## src/rtl/parking_space_allocator_if.sv

```systemverilog
//------------------------------------------------------------------------------
// parking_space_allocator_if -- request, status and XOR-stage signals of the
// allocator; entry_count exists only when PARKING_STATS_EN is defined. Rev 1.0
//------------------------------------------------------------------------------
`default_nettype none

interface parking_space_allocator_if;
  logic        entry_req;
  logic        exit_req;
  logic [7:0]  exit_location;
  logic [7:0]  new_capacity;
  logic        req_ready;
  logic [7:0]  park_location;
  logic [7:0]  parking_capacity;
  logic        grant_valid;
  logic        reject;
  logic        gate_open;
  logic        full;
  logic        empty;
  logic [3:0]  free_count;
`ifdef PARKING_STATS_EN
  logic [15:0] entry_count;
`endif

  modport master (
`ifdef PARKING_STATS_EN
    input  entry_count,
`endif
    output entry_req, exit_req, exit_location, new_capacity,
    input  req_ready, park_location, parking_capacity, grant_valid,
    input  reject, gate_open, full, empty, free_count
  );

  modport slave (
`ifdef PARKING_STATS_EN
    output entry_count,
`endif
    input  entry_req, exit_req, exit_location, new_capacity,
    output req_ready, park_location, parking_capacity, grant_valid,
    output reject, gate_open, full, empty, free_count
  );
endinterface

`default_nettype wire

```

## src/rtl/parking_space_allocator.sv

```systemverilog
//------------------------------------------------------------------------------
// parking_space_allocator -- 8-spot occupancy FSM feeding calculate_new_capacity;
// define PARKING_STATS_EN to add the saturating entry_count output. Rev 1.0
//------------------------------------------------------------------------------
`default_nettype none

module parking_space_allocator #(
  parameter int GATE_OPEN_CYCLES = 4
) (
  input wire logic               clk,
  input wire logic               rst,
  parking_space_allocator_if.slave bus
);

  localparam logic [1:0] S_IDLE   = 2'd0;
  localparam logic [1:0] S_UPDATE = 2'd1;
  localparam logic [1:0] S_GATE   = 2'd2;
  localparam logic [7:0] GATE_LOAD = 8'(GATE_OPEN_CYCLES);

  logic [1:0] state_q, state_d;
  logic [7:0] park_q, park_d;
  logic [7:0] cap_q, cap_d;
  logic       is_entry_q, is_entry_d;
  logic       reject_q, reject_d;
  logic [7:0] gate_cnt_q, gate_cnt_d;

  logic [7:0] w_free_mask;
  logic [7:0] w_lowest_free;
  logic       w_full;
  logic       w_exit_valid;
  logic [3:0] w_free_count;
  logic       w_req_ready;
  logic       w_grant_valid;
  logic       w_gate_open;

  assign w_free_mask   = ~cap_q;
  // Two's-complement trick isolates the lowest clear spot as a one-hot mask.
  assign w_lowest_free = w_free_mask & (~w_free_mask + 8'd1);
  assign w_full        = (cap_q == 8'hFF);
  assign w_exit_valid  = (bus.exit_location != 8'h00) &&
                         ((bus.exit_location & (bus.exit_location - 8'd1)) == 8'h00) &&
                         ((bus.exit_location & cap_q) != 8'h00);

  always_comb begin
    w_free_count = 4'd0;
    for (int i = 0; i < 8; i++) begin
      w_free_count = w_free_count + {3'b000, w_free_mask[i]};
    end
  end

  always_ff @(posedge clk) begin
    if (rst) begin
      state_q <= S_IDLE;
    end else begin
      state_q <= state_d;
    end
  end

  always_ff @(posedge clk) begin
    if (rst) begin
      park_q     <= 8'h00;
      cap_q      <= 8'h00;
      is_entry_q <= 1'b0;
      reject_q   <= 1'b0;
      gate_cnt_q <= 8'h00;
    end else begin
      park_q     <= park_d;
      cap_q      <= cap_d;
      is_entry_q <= is_entry_d;
      reject_q   <= reject_d;
      gate_cnt_q <= gate_cnt_d;
    end
  end

  always_comb begin
    state_d    = state_q;
    park_d     = park_q;
    cap_d      = cap_q;
    is_entry_d = is_entry_q;
    reject_d   = 1'b0;
    gate_cnt_d = gate_cnt_q;
    case (state_q)
      S_IDLE: begin
        if (bus.exit_req) begin
          if (w_exit_valid) begin
            park_d     = bus.exit_location;
            is_entry_d = 1'b0;
            state_d    = S_UPDATE;
          end else begin
            reject_d = 1'b1;
          end
        end else if (bus.entry_req) begin
          if (w_full) begin
            reject_d = 1'b1;
          end else begin
            park_d     = w_lowest_free;
            is_entry_d = 1'b1;
            state_d    = S_UPDATE;
          end
        end
      end
      S_UPDATE: begin
        cap_d  = bus.new_capacity;
        park_d = 8'h00;
        if (is_entry_q) begin
          gate_cnt_d = GATE_LOAD;
          state_d    = S_GATE;
        end else begin
          state_d = S_IDLE;
        end
      end
      S_GATE: begin
        if (gate_cnt_q <= 8'd1) begin
          gate_cnt_d = 8'h00;
          state_d    = S_IDLE;
        end else begin
          gate_cnt_d = gate_cnt_q - 8'd1;
        end
      end
      default: begin
        state_d = S_IDLE;
        park_d  = 8'h00;
      end
    endcase
  end

  always_comb begin
    w_req_ready   = (state_q == S_IDLE);
    w_grant_valid = (state_q == S_UPDATE) && is_entry_q;
    w_gate_open   = (state_q == S_GATE);
  end

`ifdef PARKING_STATS_EN
  logic [15:0] entry_count_q, entry_count_d;

  always_comb begin
    entry_count_d = entry_count_q;
    if (w_grant_valid && (entry_count_q != 16'hFFFF)) begin
      entry_count_d = entry_count_q + 16'd1;
    end
  end

  always_ff @(posedge clk) begin
    if (rst) begin
      entry_count_q <= 16'h0000;
    end else begin
      entry_count_q <= entry_count_d;
    end
  end

  assign bus.entry_count = entry_count_q;
`endif

  assign bus.req_ready        = w_req_ready;
  assign bus.park_location    = park_q;
  assign bus.parking_capacity = cap_q;
  assign bus.grant_valid      = w_grant_valid;
  assign bus.reject           = reject_q;
  assign bus.gate_open        = w_gate_open;
  assign bus.full             = w_full;
  assign bus.empty            = (cap_q == 8'h00);
  assign bus.free_count       = w_free_count;

endmodule

`default_nettype wire
```

## src/flat_wrapper.sv

```systemverilog
// flat-port wrapper written by rule: the top's interface ports become plain ports
module parking_space_allocator_flat 
#(
  parameter int GATE_OPEN_CYCLES = 4
)
  (clk, rst, bus_entry_req, bus_exit_req, bus_exit_location, bus_new_capacity, bus_req_ready, bus_park_location, bus_parking_capacity, bus_grant_valid, bus_reject, bus_gate_open, bus_full, bus_empty, bus_free_count);
  parking_space_allocator_if bus_i ();
  input wire logic clk;
  input wire logic rst;
  input wire logic [$bits(bus_i.entry_req)-1:0] bus_entry_req;
  input wire logic [$bits(bus_i.exit_req)-1:0] bus_exit_req;
  input wire logic [$bits(bus_i.exit_location)-1:0] bus_exit_location;
  input wire logic [$bits(bus_i.new_capacity)-1:0] bus_new_capacity;
  output wire logic [$bits(bus_i.req_ready)-1:0] bus_req_ready;
  output wire logic [$bits(bus_i.park_location)-1:0] bus_park_location;
  output wire logic [$bits(bus_i.parking_capacity)-1:0] bus_parking_capacity;
  output wire logic [$bits(bus_i.grant_valid)-1:0] bus_grant_valid;
  output wire logic [$bits(bus_i.reject)-1:0] bus_reject;
  output wire logic [$bits(bus_i.gate_open)-1:0] bus_gate_open;
  output wire logic [$bits(bus_i.full)-1:0] bus_full;
  output wire logic [$bits(bus_i.empty)-1:0] bus_empty;
  output wire logic [$bits(bus_i.free_count)-1:0] bus_free_count;
  assign bus_i.entry_req = bus_entry_req;
  assign bus_i.exit_req = bus_exit_req;
  assign bus_i.exit_location = bus_exit_location;
  assign bus_i.new_capacity = bus_new_capacity;
  assign bus_req_ready = bus_i.req_ready;
  assign bus_park_location = bus_i.park_location;
  assign bus_parking_capacity = bus_i.parking_capacity;
  assign bus_grant_valid = bus_i.grant_valid;
  assign bus_reject = bus_i.reject;
  assign bus_gate_open = bus_i.gate_open;
  assign bus_full = bus_i.full;
  assign bus_empty = bus_i.empty;
  assign bus_free_count = bus_i.free_count;
  parking_space_allocator #(.GATE_OPEN_CYCLES(GATE_OPEN_CYCLES)) u_core (.clk(clk), .rst(rst), .bus(bus_i));
endmodule
```

## config.mk

```make
export PLATFORM = sky130hd
export DESIGN_NAME = parking_space_allocator_flat
export DESIGN_NICKNAME = d
export VERILOG_FILES = /design/src/rtl/parking_space_allocator_if.sv /design/src/rtl/parking_space_allocator.sv /design/src/flat_wrapper.sv
export SDC_FILE = /design/constraint.sdc
export NUM_CORES = 1
export LEC_CHECK = 0
export BUFFER_PORTS_ARGS = -buffer_cell sky130_fd_sc_hd__buf_2
export CORE_AREA = 3 3 59 67
export DETAILED_ROUTE_END_ITERATION = 7
export DIE_AREA = 0 0 62 70
export GPL_ROUTABILITY_DRIVEN = 0
export HOLD_SLACK_MARGIN = 0.06
export PLACE_DENSITY = 0.75
export SYNTH_ARGS = -nofsm -noshare
export SYNTH_HDL_FRONTEND = slang
export SYNTH_SLANG_ARGS = --single-unit
```

## constraint.sdc

```tcl
create_clock -name clk -period 4.6 [get_ports clk]
set_input_delay 0.92 -clock clk [delete_from_list [all_inputs] [get_ports clk]]
set_output_delay 0.92 -clock clk [all_outputs]
set_load 0.01 [all_outputs]
```

Word-level counts from Yosys, hierarchy flattened

Cells that the tools add are included.

Bits in writable memories: 0
Bits in latches: 0
Memories: 0
Bits in registers: 28
Output and inout port bits: 26
ROM bits: 0
Input port bits: 20
Word-level logic and storage cells: 72

$add $sub $neg: 10
$lt $le $gt $ge: 1
$mul: 0
Eq/ne operators: 10
Div/mod/pow operators: 0
Reductions and logical operators: 15
Bitwise gates (word level): 7
Muxes and demuxes: 23
Shift-type cells: 0

Operator list:

| kind                  | number |
|---|---|
| $mux W8               | 6 |
| $pmux W8 S2           | 2 |
| $add A4 B1 Y4         | 6 |
| $and A8 B8 Y8         | 3 |
| $logic_not A8 Y1      | 2 |
| $not A8 Y8            | 2 |
| $reduce_bool A8 Y1    | 2 |
| $sub A8 B1 Y8 const B | 2 |
| $mux W2               | 6 |
| $reduce_and A4 Y1     | 3 |
| $add A8 B1 Y8 const B | 1 |
| $eq A8 B8 Y1 const B  | 1 |
| $le A8 B1 Y1 const B  | 1 |
| $mux W1               | 8 |
| $ne A2 B1 Y1 const B  | 3 |
| $ne A3 B3 Y1 const B  | 2 |
| $pmux W2 S3           | 1 |
| $reduce_bool A2 Y1    | 2 |
| $logic_and A1 B1 Y1   | 3 |
| $ne A3 B2 Y1 const B  | 1 |
| $add A1 B1 Y2         | 1 |
| $eq A2 B1 Y1 const B  | 1 |
| $eq A2 B2 Y1 const B  | 1 |
| $logic_not A2 Y1      | 1 |
| 4 further kinds       | 5 |

Logic depth before layout (Yosys ltp)

Gate-level depths: netlist of run 1.

Depth after elaboration: 8
Depth in mapped cells: 8
Gate-level depth less buffers: 8

Least setup slack after synthesis of run 1

No wires, ideal clock.

Path type: register to output
Start: register u_core.cap_q[0], in the netlist u_core.bus.parking_capacity[0]
End: output port bus_free_count[1]
Data required time: 3.680 ns
Arrival time: 2.680 ns
Path slack: 1.000 ns
Stages on the path, launching flop included: 9
Cells stage by stage: dfxtp_1 > inv_1 > ha_1 > fa_1 > fa_1 > fa_1 > inv_1 > fa_1 > inv_1

Cells in the longest elaborated chain, start to end: 8

RTL lines:

| what                        | line                          | text |
|---|---|---|
| from (decl)                 | parking_space_allocator.sv:22 | `logic [7:0] cap_q, cap_d;` |
| from (signal assigned)      | parking_space_allocator.sv:68 | `cap_q <= cap_d;` |
| $not A8 Y8                  | parking_space_allocator.sv:36 | `assign w_free_mask = ~cap_q;` |
| $add A1 B1 Y2               | parking_space_allocator.sv:47 | `w_free_count = w_free_count + {3'b000, w_free_mask[i]};` |
| $add A4 B1 Y4 (6 in series) | parking_space_allocator.sv:47 |  |
| to (decl)                   | flat_wrapper.sv:22            | `output wire logic [$bits(bus_i.free_count)-1:0] bus_free_count;` |

Every way passes these cells.

Worst setup path in the final report of run 1

Same ends and word-level chain as after synthesis.

==> out/qor.yml, run 1 <==
outcome: "finished, final reports clean"
tightestPinTransition_ns: 0.7620
grt_max_degree: 19
synthAdderAreaFrac: 0.09717
cts_tree: "built"
drv_cap: 0
skew_ns: 0.01284
synth_async_sr_flop_share: 0
irDropWorstVdd_v: 0.0001305
vias_per_cell: 5.325
yosys_warnings: 0
cts_resized: 0
synth_commonest_cells: "39 x nand2_1, 28 x dfxtp_1, 20 x nor2_1"
core_sq_mm: 0.003331
track_usage: 0.1882
first_global_vias: 1364
numCtsBuffers: 3
remaining_drc_errors: 0
start_util: 0.5180
setup_violations: 0
synth_area_leaders: "dfxtp_1 32%, nand2_1 8.5%, a21oi_1 5.2%"
postCtsSetupBuffers: 0
timing.rr.end: "u_core.bus.park_location[3]$_SDFFE_PP0P_"
regArea_sq_um: 560.5
syn_inst: 212
power_density_mw_per_mm2: 263.5
die_area_sq_mm: 0.004340
drtAntennaViolNets: 0
grt_pass1_wl_microns: 6354
setup_tns_ns: 0
p_leak_uw: 0.0009020
ys_ff_latch: 28
drt-wirelength-per-cell_microns: 13.36
cp_max_fo: 8
fillers: 328
min_period_ns: 4.071
synth_edf_count: 0
cts-root-buf: "clkbuf_4"
hpwlAfterDp_microns: 3116
max_freq_ghz: 0.2456
grt_antenna_before_repair: 0
core.rowCount: 22
hold_depth: 2
seq_area_frac_synth: 0.3249
cts_hold_buffers: 0
cts_buffer_depth: 2
worstHoldEndpoint: "u_core.bus.park_location[1]$_SDFFE_PP0P_"
num_vias: 1608
required_ns: 3.68
multi_input_area_sq_mm: 0.001072
synth_most_common_cell: "nand2_1"
nNetsFinal: 286
yosysTopAreaCellShare: 0.3249
drive_gt1_frac: 0.2362
synth_fp_nets: 243
fin_ws_ns: 0.5291
worstSetupEndpointType: "output port"
portBuffers: 45
syn_area_sq_mm: 0.001725
synth_top_family_by_area: "simple AND/OR/NAND/NOR gates"
critical_path_class: "register to output port"
synthSimpleGateAreaFrac: 0.2509
ios: 46
chipHeight_microns: 70
die_x_microns: 62
hold_path_class: "register to register"
overflow: 0
area_growth_pct: 17.91
hp-start: "u_core.bus.park_location[1]$_SDFFE_PP0P_"
worstPathArrival_ns: 3.15
postRouteWirelength_microns: 4034
drt_iter0_drc: 67
synth.distinct_cells: 43
clk_latency_ns: 0.34
start_kind: "register"
drt_first_pass_iters: 4
post-route-util: 0.6108
hold_viol: 0
synth_top_flop_cell: "dfxtp_1"
htreeDepth: 1
synthMuxAreaShare: 0.04714
fin_crit_sh: 0.8850
ff2ff_path_depth: 6
timing.rr.start: "u_core.bus.parking_capacity[0]$_SDFFE_PP0P_"
cts.sinks: 28
drv_slew: 0
post-place-ws_ns: 0.8861
synth_xor_area_frac: 0.04569
yosysTopAreaCell: "dfxtp_1"
rsz0062_at_grt: "false"
synth_compound_area_frac: 0.1806
slew_headroom: 0.4881
antenna_cells: 0
path_clk_slew_ns: 0.15
rrSetupSlack_ns: 2.47
syn_area_per_cell_sq_um: 8.139
cells by family (layout without fill, tap and decap cells):
group,after synthesis,after routing
AO/OA/AOI/OAI,41,41
XOR/XNOR,9,9
adder cells (fa/ha/maj),11,11
buffers and inverters,24,66
flip-flops,28,28
multiplexers,8,8
AND/OR/NAND/NOR,91,91
critical path: stages (launching register included):
cell,delay (ns)
dfxtp_1,0.48
inv_1,0.08
ha_1,0.30
fa_1,0.50
fa_1,0.42
fa_1,0.39
inv_1,0.08
fa_1,0.40
inv_1,0.05
buf_2,0.11
registers in the layout, indices dropped and copies added, names as in the netlist:
register / cells
u_core.bus.park_location: 8
u_core.bus.parking_capacity: 8
u_core.gate_cnt_q: 8
u_core.state_q: 2
u_core.bus.reject: 1
u_core.is_entry_q: 1
cell usage in the layout (no fill, tap or decap), types with 2 or more instances in the layout:
cell type / n
a21o_1: 2
a21oi_1: 18
a22oi_1: 4
buf_2: 45
clkbuf_4: 3
dfxtp_1: 28
fa_1: 4
ha_1: 7
inv_1: 15
inv_2: 2
mux2i_1: 7
nand2_1: 39
nand2b_1: 3
nand3_1: 4
nand4_1: 4
nor2_1: 20
nor2b_1: 4
nor3_1: 3
nor3b_1: 2
nor4_1: 4
o41ai_1: 4
or3_1: 2
or3b_2: 2
xnor2_1: 5
xor2_1: 4
through the flow:
| stage | hold WS, ns | power [uW] | std cells | instance area [sq um] |
|---|---|---|---|---|
| after floorplan | 0.4806 | 337.3 | 212 | 1725 |
| after global routing | 0.4984 | 564.6 | 302 | 2034 |
| after detailed placement | 0.4484 | 377.6 | 298 | 1982 |
| after CTS | 0.4680 | 537.9 | 302 | 2034 |
| final | 0.4627 | 536.1 | 302 | 2034 |
| after global placement | 0.4461 | 375.8 | 298 | 1982 |
final cells by class:
cell class	instances	area share
Multi-Input combinational cell	160	0.5271
Sequential cell	28	0.2755
Timing Repair Buffer	45	0.1107
Inverter	17	0.03137
Clock buffer	3	0.01107
Tap cell	48	0.02952
Clock inverter	1	0.01476
power breakdown:
part           internal (uW)  switching [uW]  leakage, uW  total (uW)
clock                   88.2            75.7    0.0000279         164
combinational           48.1            63.9     0.000647         112
sequential               251            9.07     0.000227         260
worst max path at each step:
stage,from,endpoint,slack (ns),depth (start not counted)
after global placement,u_core.bus.parking_capacity[0]$_SDFFE_PP0P_,bus_free_count[1],0.94,9
after floorplan,u_core.bus.parking_capacity[0]$_SDFFE_PP0P_,bus_free_count[1],1.00,8
final,u_core.bus.parking_capacity[0]$_SDFFE_PP0P_,bus_free_count[1],0.53,9
after global routing,u_core.bus.parking_capacity[0]$_SDFFE_PP0P_,bus_free_count[1],0.38,9
after CTS,u_core.bus.parking_capacity[0]$_SDFFE_PP0P_,bus_free_count[1],0.51,9
after detailed placement,u_core.bus.parking_capacity[0]$_SDFFE_PP0P_,bus_free_count[1],0.89,9
layer usage:
metal,GRT usage,wire (microns)
met1,0.2740,1839
met2,0.2915,1914
met3,0.02218,246
met5,0,0
met4,0.04245,34
(Power assumes the default switching activity.)
==> run 2, diff against run 1 <==
Settings changed: ABC_AREA from default to 1, CORE_AREA 3 3 59 67 to 3 3 61 68, DIE_AREA 0 0 62 70 to 0 0 64 71.
==> run 2 against run 1 <==
Against the previous run: die area rose by 4.7%; total power rose by 24%; largest cell class unchanged; largest power group unchanged; clock skew fell by 0.0080 ns; utilization fell by 1.6 points; sequential cell count did not move; clock power rose by 20%; register-to-register slack improved by 0.14 ns; count of clock-buffer cells in the layout did not move; final cell count rose by 19%; wire length rose by 4.7%.
==> out/qor.yml, run 2 <==
chipHeight_microns: 71
core_sq_mm: 0.003597
drt_first_pass_iters: 4
path_buf_inv: 4
layout_common_cells: "55 x nand2_1, 45 x buf_2, 38 x inv_1, 36 x nor2_1, 28 x dfxtp_1"
portBuffers: 45
track_usage: 0.1883
cpMostUsedCell: "fa_1"
fillers: 345
required_ns: 3.68
setup_violations: 0
hold_path_class: "register to register"
first_global_vias: 1592
fin_crit_sh: 0.8807
overflow: 0
holdWs_ns: 0.4835
power_density_mw_per_mm2: 309.7
area_growth_pct: 16.00
cts.sinks: 28
die_x_microns: 64
crit_family: "adder cells"
yosysTopAreaCell: "dfxtp_1"
grt_antenna_before_repair: 0
drv_cap: 0
postCtsSetupBuffers: 0
setup_tns_ns: 0
drtAntennaViolNets: 0
grt_max_degree: 21
seq_area_frac_synth: 0.3037
path_clk_slew_ns: 0.10
slowest_stage: "fa_1"
dpl-instance-area_sq_mm: 0.002069
skew_ns: 0.004844
start_util: 0.5130
num_vias: 1806
path_cells: "inv_1 -> ha_1 -> fa_1 -> fa_1 -> fa_1 -> inv_1 -> fa_1 -> inv_1 -> buf_2"
path_depth: 9
synth_most_common_cell: "nand2_1"
yosysTopAreaCellShare: 0.3037
clk_latency_ns: 0.28
max_freq_ghz: 0.2469
slew_headroom: 0.4272
tightestPinTransition_ns: 0.8560
yosys_warnings: 0
ios: 46
critical_path_class: "register to output port"
synth_edf_count: 0
htreeDepth: 1
die_area_sq_mm: 0.004544
irDropWorstVdd_v: 0.0001550
worstSetupEndpointType: "output port"
vias_per_cell: 5.031
hold_viol: 0
cts_resized: 0
synth_async_sr_flop_share: 0
max_stage_delay_ns: 0.50
nNetsFinal: 341
syn_area_sq_mm: 0.001846
synth_top_flop_cell: "dfxtp_1"
antenna_cells: 0
synth_area_leaders: "dfxtp_1 30%, nand2_1 11%, inv_1 7.7%"
drt-wirelength-per-cell_microns: 11.77
start_kind: "register"
postRouteWirelength_microns: 4225
worstPathArrival_ns: 3.13
drv_slew: 0
cp_max_fo: 7
remaining_drc_errors: 0
hold_depth: 2
layout_commonest_cell: "nand2_1"
ys_ff_latch: 28
ff2ff_path_depth: 12
cts-root-buf: "clkbuf_8"
drt_iter0_drc: 108
syn_area_per_cell_sq_um: 6.912
cts_tree: "built"
hpwlAfterDp_microns: 3248
synth.distinct_cells: 30
drive_gt1_frac: 0.2330
outcome: "finished, final reports clean"
syn_inst: 267
core.rowCount: 23
synth_fp_nets: 298
cts_hold_buffers: 0
post-route-util: 0.5951
numCtsBuffers: 3
rsz0062_at_grt: "false"
final_area_sq_mm: 0.002141
power.total_uw: 663.0
grt_pass1_wl_microns: 6858
p_leak_uw: 0.001032
min_period_ns: 4.051
synth_commonest_cells: "55 x nand2_1, 38 x inv_1, 36 x nor2_1"
cts_buffer_depth: 2
[run 2: path summary, 6_finish.rpt]
kind / startpoint / to / slack [ns]
max: u_core.bus.parking_capacity[0]$_SDFFE_PP0P_ / bus_free_count[1] / 0.55
min: u_core.gate_cnt_q[4]$_SDFFE_PP0P_ / u_core.gate_cnt_q[4]$_SDFFE_PP0P_ / 0.48
max reg2reg: u_core.bus.parking_capacity[0]$_SDFFE_PP0P_ / u_core.bus.park_location[7]$_SDFFE_PP0P_ / 2.61
min reg2reg: u_core.gate_cnt_q[4]$_SDFFE_PP0P_ / u_core.gate_cnt_q[4]$_SDFFE_PP0P_ / 0.48
[run 2: cell families (layout without fill, tap and decap cells)]
group                      after synthesis  in the layout  share of synthesized area
AOI/OAI and AO/OA                       49             49                     0.1492
adders and majority gates               11             11                    0.09085
DFF                                     28             28                     0.3037
xor gates and xnor gates                 2              2                   0.009493
and+or+nand+nor                        130            130                     0.3309
buffers and inverters                   47             89                     0.1159
[run 2: worst min-delay path, stage by stage, from the launching register on]
cell     delay, ns
dfxtp_1       0.33
nand2_1       0.06
a21oi_1       0.05
[run 2: per-layer routing]
layer  vias up  track usage  wire (microns)
li1        941            -               -
met1       813       0.2228            1833
met2        43       0.3398            2088
met3         9      0.02540             205
met4         0      0.07434              97
met5         -            0               0
[run 2: through the flow]
step	cells	worst slack, ns
floorplan	267	0.9922
global placement	355	0.9183
detailed placement	355	0.8782
CTS	359	0.5468
global route	359	0.3950
finish	359	0.5490
[run 2: cell type report]
class	count	area (sq um)	share of cell area
Clock inverter	1	30.03	0.01403
Multi-Input combinational cell	192	1071	0.5003
Clock buffer	3	41.29	0.01929
Sequential cell	28	560.5	0.2618
Inverter	40	150.1	0.07013
Timing Repair Buffer	45	225.2	0.1052
Tap cell	50	62.56	0.02922
[run 2: power by group]
part	switching [uW]	total [uW]	internal (uW)	leakage (uW)
clock network	79.1	196	117	0.0000357
logic	115	193	78.4	0.000767
registers	14.4	274	260	0.000230
total	208	663	455	0.00103
==> run 3, diff against run 2 <==
Settings changed: CORE_AREA 3 3 61 68 to 10 10 64 79, DIE_AREA 0 0 64 71 to 0 0 74 89, PLACE_DENSITY 0.75 to 0.76.
==> run 3 against run 2 <==
Against the previous run: final cell count fell by 2.8%; hold slack improved by 0.00089 ns; utilization fell by 1.4 points; critical path depth did not move; combinational power barely moved; wire length rose by 5.6%; non-clock buffer count did not move; sequential share of layout area rose by 0.15 points; critical path type unchanged.
==> out/qor.yml, run 3 (synthesis results as in run 2) <==
fillers: 353
postCtsSetupBuffers: 0
hold_depth: 2
worstSetupEndpointType: "output port"
skew_ns: 0.001723
die_x_microns: 74
core_sq_mm: 0.003660
grt_max_degree: 21
ff2ff_path_depth: 12
antenna_cells: 0
start_kind: "register"
required_ns: 3.68
first_global_vias: 1772
drv_slew: 0
cts_hold_buffers: 0
hold_viol: 0
track_usage: 0.1415
postRouteWirelength_microns: 4460
path_clk_slew_ns: 0.10
hold_path_class: "register to register"
layout_commonest_cell: "nand2_1"
outcome: "finished, final reports clean"
slowest_stage: "fa_1"
p_leak_uw: 0.001032
slew_headroom: 0.4606
layout_common_cells: "55 x nand2_1, 45 x buf_2, 38 x inv_1, 36 x nor2_1, 28 x dfxtp_1"
path_buf_inv: 4
critical_path_class: "register to output port"
vias_per_cell: 5.192
max_freq_ghz: 0.2468
ios: 46
overflow: 0
rsz0062_at_grt: "false"
num_vias: 1812
cp_max_fo: 7
drt-wirelength-per-cell_microns: 12.78
drt_iter0_drc: 114
drt_first_pass_iters: 4
min_period_ns: 4.052
irDropWorstVdd_v: 0.0001966
start_util: 0.5043
chipHeight_microns: 89
post-route-util: 0.5815
cts-root-buf: "clkbuf_8"
fin_crit_sh: 0.8809
cts_resized: 0
cpMostUsedCell: "fa_1"
nNetsFinal: 341
cts_buffer_depth: 2
cts_tree: "built"
grt_antenna_before_repair: 0
tightestPinTransition_ns: 0.8061
power.total_uw: 664.6
area_growth_pct: 15.32
remaining_drc_errors: 0
drv_cap: 0
drive_gt1_frac: 0.2330
worstPathArrival_ns: 3.13
core.rowCount: 25
cts.sinks: 28
crit_family: "adder cells"
numCtsBuffers: 3
power_density_mw_per_mm2: 312.2
hpwlAfterDp_microns: 3574
max_stage_delay_ns: 0.50
path_depth: 9
setup_tns_ns: 0
path_cells: "inv_1 -> ha_1 -> fa_1 -> fa_1 -> fa_1 -> inv_1 -> fa_1 -> inv_1 -> buf_2"
grt_pass1_wl_microns: 7645
drtAntennaViolNets: 0
die_area_sq_mm: 0.006586
portBuffers: 45
setup_violations: 0
htreeDepth: 1
clk_latency_ns: 0.27
## run 3: cell counts in the layout (fill, tap and decap cells not counted)
No cell type changed its count.
## run 3: area by class of cell
cell class,instances,area (sq um),area share
multi-input cells,192,1071,0.5032
flip-flops and latches,28,560.5,0.2634
repair buffers,45,225.2,0.1058
inverters,40,150.1,0.07055
well taps,40,50.05,0.02352
clock buffers,3,41.29,0.01940
clock inverters,1,30.03,0.01411
## run 3: report_power, final
group          leakage [uW]  switching (uW)  internal [uW]  total [uW]
logic              0.000767             117           78.9         196
clock network     0.0000357            78.1            117         195
registers          0.000230            14.3            260         274
## run 3: worst reg2reg max path, stage by stage (launching register included)
cell,delay (ns)
dfxtp_1,0.38
ha_1,0.24
nand2_2,0.08
nor2_2,0.04
nand3_2,0.09
nor2_4,0.05
nand3_2,0.06
nand2_2,0.05
nor2_2,0.54
nand2_1,0.15
nand2_1,0.08
nand2_1,0.04
nor2_1,0.10
## run 3: metal layers
layer,global-route usage,up-vias,part of all wire
met1,0.1491,828,0.41
li1,-,941,-
met5,0,-,0
met4,0.04584,0,0.013
met2,0.2624,37,0.51
met3,0.03667,6,0.070
## run 3: per-stage QoR
stage | cell area [sq um] | worst slack [ns] | hold slack, ns | cells
6_report | 2128 | 0.5478 | 0.4844 | 349
5_1_grt | 2128 | 0.3910 | 0.5229 | 349
4_1_cts | 2128 | 0.5347 | 0.4861 | 349
3_5_place_dp | 2057 | 0.8530 | 0.4657 | 345
3_3_place_gp | 2057 | 0.9202 | 0.4608 | 345
2_1_floorplan | 1846 | 0.9922 | 0.4534 | 267
## run 3: worst paths after layout
path | start | endpoint | slack (ns)
worst max-delay path | u_core.bus.parking_capacity[0]$_SDFFE_PP0P_ | bus_free_count[1] | 0.55
worst max register to register | u_core.bus.parking_capacity[0]$_SDFFE_PP0P_ | u_core.bus.park_location[7]$_SDFFE_PP0P_ | 2.65
worst min-delay path | u_core.gate_cnt_q[4]$_SDFFE_PP0P_ | u_core.gate_cnt_q[4]$_SDFFE_PP0P_ | 0.48
worst min register to register | u_core.gate_cnt_q[4]$_SDFFE_PP0P_ | u_core.gate_cnt_q[4]$_SDFFE_PP0P_ | 0.48
